==> config.mk <==
export PLATFORM = sky130hd
export DESIGN_NAME = fft_addr_gen
export DESIGN_NICKNAME = d
export VERILOG_FILES = /design/src/rtl/fft_addr_gen.sv
export SDC_FILE = /design/constraint.sdc
export NUM_CORES = 1
export LEC_CHECK = 0
export CORE_ASPECT_RATIO = 0.6
export CORE_MARGIN = 2
export CORE_UTILIZATION = 30
export DETAILED_ROUTE_END_ITERATION = 10
export PLACE_DENSITY = 0.58
export SYNTH_ARGS = -nofsm -noshare
export SYNTH_HDL_FRONTEND = slang
export SYNTH_SLANG_ARGS = --single-unit
==> constraint.sdc <==
create_clock -name clk -period 10.25 [get_ports clk]
set_clock_uncertainty 0.05 [all_clocks]
set_input_delay 2.05 -clock clk [delete_from_list [all_inputs] [get_ports clk]]
set_output_delay 2.05 -clock clk [all_outputs]
set_load 0.02 [all_outputs]
==> src/rtl/fft_addr_gen.sv <==
// fft_addr_gen: address sequencer for an in-place radix-2 DIT FFT.
//   LOAD mode emits natural index k with its bit-reversed partner.
//   BFLY mode emits butterfly operand pairs, twiddle index and stage.
// Optional feature macro: FFT_ADDR_GEN_TWIDDLE_EN builds the twiddle index
// logic; when undefined tw_idx is tied to zero.
//
// state  | meaning
// -------+---------------------------------------------------------
// IDLE   | waiting for start; all outputs zero
// LOAD   | bit-reversed load sequence, k = 0..N-1
// BFLY   | butterfly schedule, stage s = 0..LOG2N-1, j = 0..N/2-1
// DONE   | single-cycle completion pulse, then back to IDLE
module fft_addr_gen #(
  parameter int LOG2N = 8
) (
  input  logic             clk,
  input  logic             rst,
  input  logic             start,
  input  logic             mode,
  input  logic             ready,
  output logic             valid,
  output logic [LOG2N-1:0] addr,
  output logic [LOG2N-1:0] re_addr,
  output logic [LOG2N-1:0] addr_a,
  output logic [LOG2N-1:0] addr_b,
  output logic [LOG2N-2:0] tw_idx,
  output logic [3:0]       stage,
  output logic             busy,
  output logic             done
);

  typedef enum logic [1:0] {S_IDLE, S_LOAD, S_BFLY, S_DONE} state_t;

  localparam logic [LOG2N-1:0] ONE    = LOG2N'(1);
  localparam logic [LOG2N-1:0] K_LAST = '1;
  localparam logic [LOG2N-1:0] J_LAST = LOG2N'((1 << (LOG2N - 1)) - 1);
  localparam logic [3:0]       S_LAST = 4'(LOG2N - 1);

  state_t state_q, state_d;
  // cnt holds k in LOAD and j in BFLY; s is the butterfly stage
  logic [LOG2N-1:0] cnt_q, cnt_d;
  logic [3:0]       s_q, s_d;

  logic             valid_q, valid_d;
  logic             busy_q, busy_d;
  logic             done_q, done_d;
  logic [LOG2N-1:0] addr_q, addr_d;
  logic [LOG2N-1:0] re_q, re_d;
  logic [LOG2N-1:0] a_q, a_d;
  logic [LOG2N-1:0] b_q, b_d;
  logic [LOG2N-2:0] tw_q, tw_d;
  logic [3:0]       stage_q, stage_d;

  logic [LOG2N-1:0] rev_v;
  logic [LOG2N-1:0] h_v, p_v, g_v, base_v;
`ifdef FFT_ADDR_GEN_TWIDDLE_EN
  logic [3:0]       sh_tw;
`endif

  // Next state and index advance; in LOAD/BFLY valid is always high, so
  // ready alone marks an accepted element.
  always_comb begin
    state_d = state_q;
    cnt_d   = cnt_q;
    s_d     = s_q;
    case (state_q)
      S_IDLE: begin
        if (start) begin
          cnt_d   = '0;
          s_d     = '0;
          state_d = mode ? S_BFLY : S_LOAD;
        end
      end
      S_LOAD: begin
        if (ready) begin
          if (cnt_q == K_LAST) state_d = S_DONE;
          else                 cnt_d   = cnt_q + ONE;
        end
      end
      S_BFLY: begin
        if (ready) begin
          if (cnt_q == J_LAST) begin
            if (s_q == S_LAST) begin
              state_d = S_DONE;
            end else begin
              cnt_d = '0;
              s_d   = s_q + 4'd1;
            end
          end else begin
            cnt_d = cnt_q + ONE;
          end
        end
      end
      S_DONE:  state_d = S_IDLE;
      default: state_d = S_IDLE;
    endcase
  end

  // Output values for the coming cycle, derived from the next state/index
  // so that every output leaves a flop.
  always_comb begin
    valid_d = 1'b0;
    busy_d  = 1'b0;
    done_d  = 1'b0;
    addr_d  = '0;
    re_d    = '0;
    a_d     = '0;
    b_d     = '0;
    tw_d    = '0;
    stage_d = '0;
    rev_v   = '0;
    for (int i = 0; i < LOG2N; i++) rev_v[i] = cnt_d[LOG2N-1-i];
    // h = 2^s, p = j mod h, g = j / h, operand a = 2*h*g + p
    h_v    = ONE << s_d;
    p_v    = cnt_d & (h_v - ONE);
    g_v    = cnt_d >> s_d;
    base_v = (g_v << (s_d + 4'd1)) | p_v;
`ifdef FFT_ADDR_GEN_TWIDDLE_EN
    sh_tw  = S_LAST - s_d;
`endif
    case (state_d)
      S_LOAD: begin
        valid_d = 1'b1;
        busy_d  = 1'b1;
        addr_d  = cnt_d;
        re_d    = rev_v;
      end
      S_BFLY: begin
        valid_d = 1'b1;
        busy_d  = 1'b1;
        a_d     = base_v;
        b_d     = base_v | h_v;
        stage_d = s_d;
`ifdef FFT_ADDR_GEN_TWIDDLE_EN
        // p < 2^s <= N/2, so it fits the narrower twiddle index width
        tw_d    = p_v[LOG2N-2:0] << sh_tw;
`else
        tw_d    = '0;
`endif
      end
      S_DONE:  done_d = 1'b1;
      default: done_d = 1'b0;
    endcase
  end

  // State, index and output registers; reset wins over start and ready.
  always_ff @(posedge clk) begin
    if (rst) begin
      state_q <= S_IDLE;
      cnt_q   <= '0;
      s_q     <= '0;
      valid_q <= 1'b0;
      busy_q  <= 1'b0;
      done_q  <= 1'b0;
      addr_q  <= '0;
      re_q    <= '0;
      a_q     <= '0;
      b_q     <= '0;
      tw_q    <= '0;
      stage_q <= '0;
    end else begin
      state_q <= state_d;
      cnt_q   <= cnt_d;
      s_q     <= s_d;
      valid_q <= valid_d;
      busy_q  <= busy_d;
      done_q  <= done_d;
      addr_q  <= addr_d;
      re_q    <= re_d;
      a_q     <= a_d;
      b_q     <= b_d;
      tw_q    <= tw_d;
      stage_q <= stage_d;
    end
  end

  assign valid   = valid_q;
  assign busy    = busy_q;
  assign done    = done_q;
  assign addr    = addr_q;
  assign re_addr = re_q;
  assign addr_a  = a_q;
  assign addr_b  = b_q;
  assign tw_idx  = tw_q;
  assign stage   = stage_q;

endmodule

==> flow_summary.yaml, run 1 <==
yosys:
  synth.ff_latch_count: 44
  sequential_fraction_of_the_synthesis_area: 0.2777
  synth_async_sr_flop_share: 0
  yosysTopAreaCell: "sky130_fd_sc_hd__dfxtp_1"
  synthDominantCellAreaShare: 0.2777
  synth.top_cells.by_area: "sky130_fd_sc_hd__dfxtp_1 (28%), sky130_fd_sc_hd__nor2_1 (6.0%), sky130_fd_sc_hd__buf_4 (4.7%)"
  cell_area_after_technology_mapping_um2: 3172
  synthCells: 403
  post_synth_most_frequent_cells: "sky130_fd_sc_hd__nor2_1 (51), sky130_fd_sc_hd__dfxtp_1 (44), sky130_fd_sc_hd__nand2_1 (36)"
  synth_edf_count: 0
  postSynthAreaPerCell_um2: 7.870
  synth.lib_cells_used.distinct: 85
  synth_warnings: 0
  dominantRegCellSynth: "sky130_fd_sc_hd__dfxtp_1"
  yosysMostFrequentCell: "sky130_fd_sc_hd__nor2_1"
cts:
  cts_repair_resize_count: 0
  clk-insertion-delay-late_ps: 290
  cts.reportedPaths.clkPinSlew_ps: 60
  ctsRootBufferMaster: "sky130_fd_sc_hd__clkbuf_16"
  post-cts-setup-buffers: 0
  clk_path_buf_depth: 2
  tritoncts_clock_tree: "yes"
  clock-sinks: 44
  cts_inserted_buffers: 5
  holdBufCountCts: 0
  cts.htree.levels: 2
power:
  power_density_normalized_to_cell_area_nw_per_um2: 108.3
  standby_leakage_power_nw: 1.338
  vdd_drop_max_mv: 0.08528
worst_setup_path:
  r2r_slack_ps: 5270
  timing.critical_path.arrival_ps: 6530
  worstPathMaxFanout: 19
  worst-setup-path-type: "in2reg"
  crit_required_ps: 10340
  setup.worst_path.end_class: "register"
  critPathLaunchType: "primary input"
floorplan:
  row_count: 29
  ios: 51
  die_w_um: 136.7
  die_ar_um2: 11440
  core_area_um2: 10410
  initial_core_util: 0.3046
  die_height_um: 83.65
run_status:
  outcome: "finished, final reports clean"
final_layout:
  num_antenna_cells: 0
  synthToLayoutAreaGrowth_pct: 17.04
  n_fill_cell: 1081
  nets: 431
  post_route_cells_drive_above_1_share: 0.08916
  finalCoreUtilization: 0.3565
  fin_cells: 554
  final_cell_area_um2: 3712
timing:
  fin_crit_ps: 6439
  final_max_slew_viol_count: 0
  max_slew.worst_pin.slew_ps: 914.3
  timing_hold_violations_final: 0
  final.setup.tns_ps: 0
  max_freq_mhz: 155.3
  period_share: 0.6282
  timing.max_slew.rel_slack: 0.3892
  grt_setup_unrepaired: "no"
  final_setup_vio_count: 0
detailed_routing:
  vias: 3134
  drc: 0
  finalWirelength_um: 9472
  wl_per_cell_um: 17.10
  met2_wirelength_from_detailed_routing_um: 3280
  vias_per_cell: 5.657
  drtIter0Drc: 408
  routed_length_on_met3_um: 1268
  firstDrtPassIters: 5
  ant_nets: 0
  uppermost_routed_layer: "met4"
  wire_length_the_detailed_router_placed_on_met1_um: 4845
flow_run:
  max_cap_viol_count: 0
global_routing:
  grt-ovfl-total: 0
  grt_start_max_net_pins: 27
  via_count_of_the_first_global_routing_pass: 2695
  antenna_found_initial: 0
  globalRouteTotalUtil: 0.1714
  grt_pass1_wl_um: 15270
placed_design:
  port_buffers: 43
  placed_cells: 546
  gp_congestion: 0.9364
  place_area_um2: 3535
  dpl.hpwl_um: 7043
hold_path:
  min-delay-path-class: "reg2reg"
routing by layer:
metal / up-vias / GRT usage
li1: 1480 / -
met1: 1447 / 0.2899
met2: 194 / 0.1986
met3: 13 / 0.05889
met4: 0 / 0.02178
met5: - / 0
path summary, 6_finish.rpt:
check	from	cells past startpoint	to
worst max register to register	cnt_q[1]	13	addr_b[6]
worst max-delay path	ready	13	addr_b[6]
worst min register to register	cnt_q[0]	3	cnt_q[0]
worst min-delay path	cnt_q[0]	3	cnt_q[0]
metrics by stage:
step | setup WS, ps | hold WS (ps) | power (mW)
floorplan | 4799 | 562.6 | 0.2067
global placement | 3613 | 729.9 | 0.2168
detailed placement | 3617 | 735.1 | 0.2160
CTS | 3895 | 750.9 | 0.4059
global route | 3499 | 806.9 | 0.4184
finish | 3811 | 755.4 | 0.4020
power breakdown:
part,internal (mW),total (mW),switching (mW)
Clock,0.122,0.189,0.0673
Combinational,0.0125,0.0359,0.0234
Sequential,0.173,0.177,0.00373
flip-flops by register name, summed over array words and instances (netlist names):
name     cells
stage        4
s_q          4
addr_a       8
addr         7
re_addr      1
cnt_q        8
state_q      2
done         1
addr_b       8
busy         1
layout make-up:
| class | instances | area, um^2 | area share |
|---|---|---|---|
| repair buffers | 44 | 437.9 | 0.1180 |
| clock inverters | 2 | 38.79 | 0.01045 |
| clock buffers | 6 | 138.9 | 0.03741 |
| flip-flops and latches | 44 | 880.8 | 0.2373 |
| well taps | 139 | 173.9 | 0.04685 |
| multi-input cells | 306 | 1993 | 0.5369 |
| inverters | 13 | 48.80 | 0.01314 |
cells in the final DEF, fill, tap and decap left out, types with 5 or more instances in the layout:
cell type,n
sky130_fd_sc_hd__clkbuf_16,5
sky130_fd_sc_hd__nand3_1,14
sky130_fd_sc_hd__o21ai_0,15
sky130_fd_sc_hd__inv_1,11
sky130_fd_sc_hd__conb_1,7
sky130_fd_sc_hd__nand2_1,36
sky130_fd_sc_hd__clkdlybuf4s50_1,43
sky130_fd_sc_hd__nor2_1,51
sky130_fd_sc_hd__nand2b_1,6
sky130_fd_sc_hd__dfxtp_1,44
sky130_fd_sc_hd__nor2b_1,5
sky130_fd_sc_hd__nor3_1,9
sky130_fd_sc_hd__ha_1,12
sky130_fd_sc_hd__a31oi_1,10
sky130_fd_sc_hd__a21oi_1,25
sky130_fd_sc_hd__a211oi_1,6
worst max-delay path, cell delays in order:
cell and delay [ps]:
sky130_fd_sc_hd__clkdlybuf4s50_1 870, sky130_fd_sc_hd__nand4b_4 210, sky130_fd_sc_hd__or4_1 520, sky130_fd_sc_hd__o211ai_2 250, sky130_fd_sc_hd__inv_2 290, sky130_fd_sc_hd__ha_1 380, sky130_fd_sc_hd__nand2_1 120, sky130_fd_sc_hd__ha_1 270
sky130_fd_sc_hd__or4b_2 610, sky130_fd_sc_hd__a32oi_1 210, sky130_fd_sc_hd__a211oi_1 130, sky130_fd_sc_hd__o41ai_1 480, sky130_fd_sc_hd__a21oi_1 110
logic make-up after synthesis:
logic type,after synthesis,share of synthesized area
simple gates,162,0.2682
other cells,1,0.001182
buf+inv,59,0.1010
compound gates,116,0.2781
mux,3,0.009862
flops,44,0.2777
xor+xnor,6,0.01657
fa+ha+maj,12,0.04734
(Power assumes the default switching activity.)
==> inputs of run 2 (changes only) <==
- clock period: 10.25 -> 6.4 ns (I/O delays scaled with it)
==> run 2 against run 1 <==
Largest power group unchanged. Critical path type unchanged. Critical endpoint unchanged. Sequential power grew 60%. Clock power grew 52%. Combinational power grew 62%. Die area is the same. Register-to-register slack lost 3600 ps. Clock-buffer cell count is the same.
==> flow_summary.yaml, run 2 (synthesis results as in run 1) <==
floorplan:
  row_count: 29
  core_area_um2: 10410
  die_w_um: 136.7
  initial_core_util: 0.3046
  die_ar_um2: 11440
  die_height_um: 83.65
  ios: 51
timing:
  timing_hold_violations_final: 0
  grt_setup_unrepaired: "no"
  final_setup_slack_of_the_worst_path_ps: 1230
  max_freq_mhz: 193.4
  period_share: 0.8078
  final_setup_vio_count: 0
  timing.max_slew.rel_slack: 0.3260
  final_max_slew_viol_count: 0
  max_slew.worst_pin.slew_ps: 1008
  fin_crit_ps: 5170
  final.setup.tns_ps: 0
cts:
  clk-insertion-delay-late_ps: 290
  cts_inserted_buffers: 5
  post-cts-setup-buffers: 0
  ctsRootBufferMaster: "sky130_fd_sc_hd__clkbuf_16"
  cts.reportedPaths.clkPinSlew_ps: 60
  cts.htree.levels: 2
  tritoncts_clock_tree: "yes"
  cts_repair_resize_count: 0
  clock-sinks: 44
  clk_path_buf_depth: 2
  holdBufCountCts: 0
worst_setup_path:
  timing.critical_path.arrival_ps: 5270
  worst-setup-path-type: "in2reg"
  r2r_cells: 12
  reg2reg_to: "addr_b[6]"
  setup.worst_path.end_class: "register"
  worstSetupEndpoint: "addr_b[6]"
  r2r_slack_ps: 1690
  worstPathMaxFanout: 16
  timing.rr.start: "cnt_q[1]"
  critPathLaunchType: "primary input"
  critical_path.startpoint: "ready"
  crit_required_ps: 6500
power:
  vdd_drop_max_mv: 0.08720
  standby_leakage_power_nw: 1.351
  power_density_normalized_to_cell_area_nw_per_um2: 168.4
placed_design:
  placed_cells: 550
  place_area_um2: 3565
  gp_congestion: 0.9227
  dpl.hpwl_um: 7114
  port_buffers: 43
  detailedPlace.worstSlack_ps: 1008
detailed_routing:
  ant_nets: 0
  drtIter0Drc: 409
  vias: 3120
  drc: 0
  vias_per_cell: 5.591
  firstDrtPassIters: 5
  finalWirelength_um: 9651
  wl_per_cell_um: 17.30
final_layout:
  fin_cells: 558
  finalCoreUtilization: 0.3580
  nets: 435
  synthToLayoutAreaGrowth_pct: 17.55
  num_antenna_cells: 0
  final_cell_area_um2: 3729
  mostFrequentLayoutCell: "sky130_fd_sc_hd__nor2_1"
  post_route_cells_drive_above_1_share: 0.09547
  most_used_cells_in_the_layout_excluding_fill_and_tap_cells: "sky130_fd_sc_hd__nor2_1 (51), sky130_fd_sc_hd__dfxtp_1 (44), sky130_fd_sc_hd__clkdlybuf4s50_1 (43)"
global_routing:
  antenna_found_initial: 0
  grt_pass1_wl_um: 15320
  via_count_of_the_first_global_routing_pass: 2685
  globalRouteTotalUtil: 0.1730
  grt_start_max_net_pins: 26
  grt-ovfl-total: 0
run_status:
  outcome: "finished, final reports clean"
flow_run:
  max_cap_viol_count: 0
hold_path:
  min-delay-path-class: "reg2reg"
==> run 2: layout make-up <==
| cell class | count | area [um^2] |
|---|---|---|
| Tap cell | 139 | 173.9 |
| Clock buffer | 6 | 128.9 |
| Inverter | 13 | 48.80 |
| Timing Repair Buffer | 48 | 467.9 |
| Multi-Input combinational cell | 306 | 1993 |
| Clock inverter | 2 | 35.03 |
| Fill cell | 1064 | 6685 |
| Sequential cell | 44 | 880.8 |
==> run 2: critical path: stages <==
cell and delay (ps):
sky130_fd_sc_hd__clkdlybuf4s50_1 650, sky130_fd_sc_hd__nand4b_4 170, sky130_fd_sc_hd__o311ai_1 280, sky130_fd_sc_hd__o311a_2 460
sky130_fd_sc_hd__inv_2 190, sky130_fd_sc_hd__ha_1 270, sky130_fd_sc_hd__ha_1 330, sky130_fd_sc_hd__or4b_2 670
sky130_fd_sc_hd__a32oi_1 220, sky130_fd_sc_hd__a211oi_1 120, sky130_fd_sc_hd__o41ai_1 500, sky130_fd_sc_hd__a21oi_1 120
==> run 2: power breakdown <==
| group | switching [mW] | leakage (nW) | internal [mW] |
|---|---|---|---|
| sequential | 0.00577 | 0.355 | 0.277 |
| clock | 0.103 | 0.0808 | 0.183 |
| combinational | 0.0373 | 0.915 | 0.0209 |
| total | 0.146 | 1.35 | 0.482 |
==> run 2: stage by stage <==
step	hold WS [ps]	total power [mW]
finish	741.3	0.6279
global route	797.4	0.6502
CTS	738.1	0.6315
detailed placement	733.7	0.3462
global placement	737.2	0.3474
floorplan	562.6	0.3310
==> run 2: worst min path at each step <==
stage	to	start	slack (ps)	depth (start not counted)
floorplan	cnt_q[3]	cnt_q[3]	560	3
global placement	cnt_q[3]	cnt_q[3]	740	2
detailed placement	cnt_q[0]	cnt_q[0]	730	3
CTS	cnt_q[0]	cnt_q[0]	740	3
global route	cnt_q[0]	cnt_q[0]	800	3
finish	cnt_q[0]	cnt_q[0]	740	3
==> run 2: routing by layer <==
layer / part of all wire / track usage
met5: 0 / 0
met3: 0.13 / 0.07407
met4: 0.011 / 0.03409
met2: 0.36 / 0.2009
met1: 0.50 / 0.2789
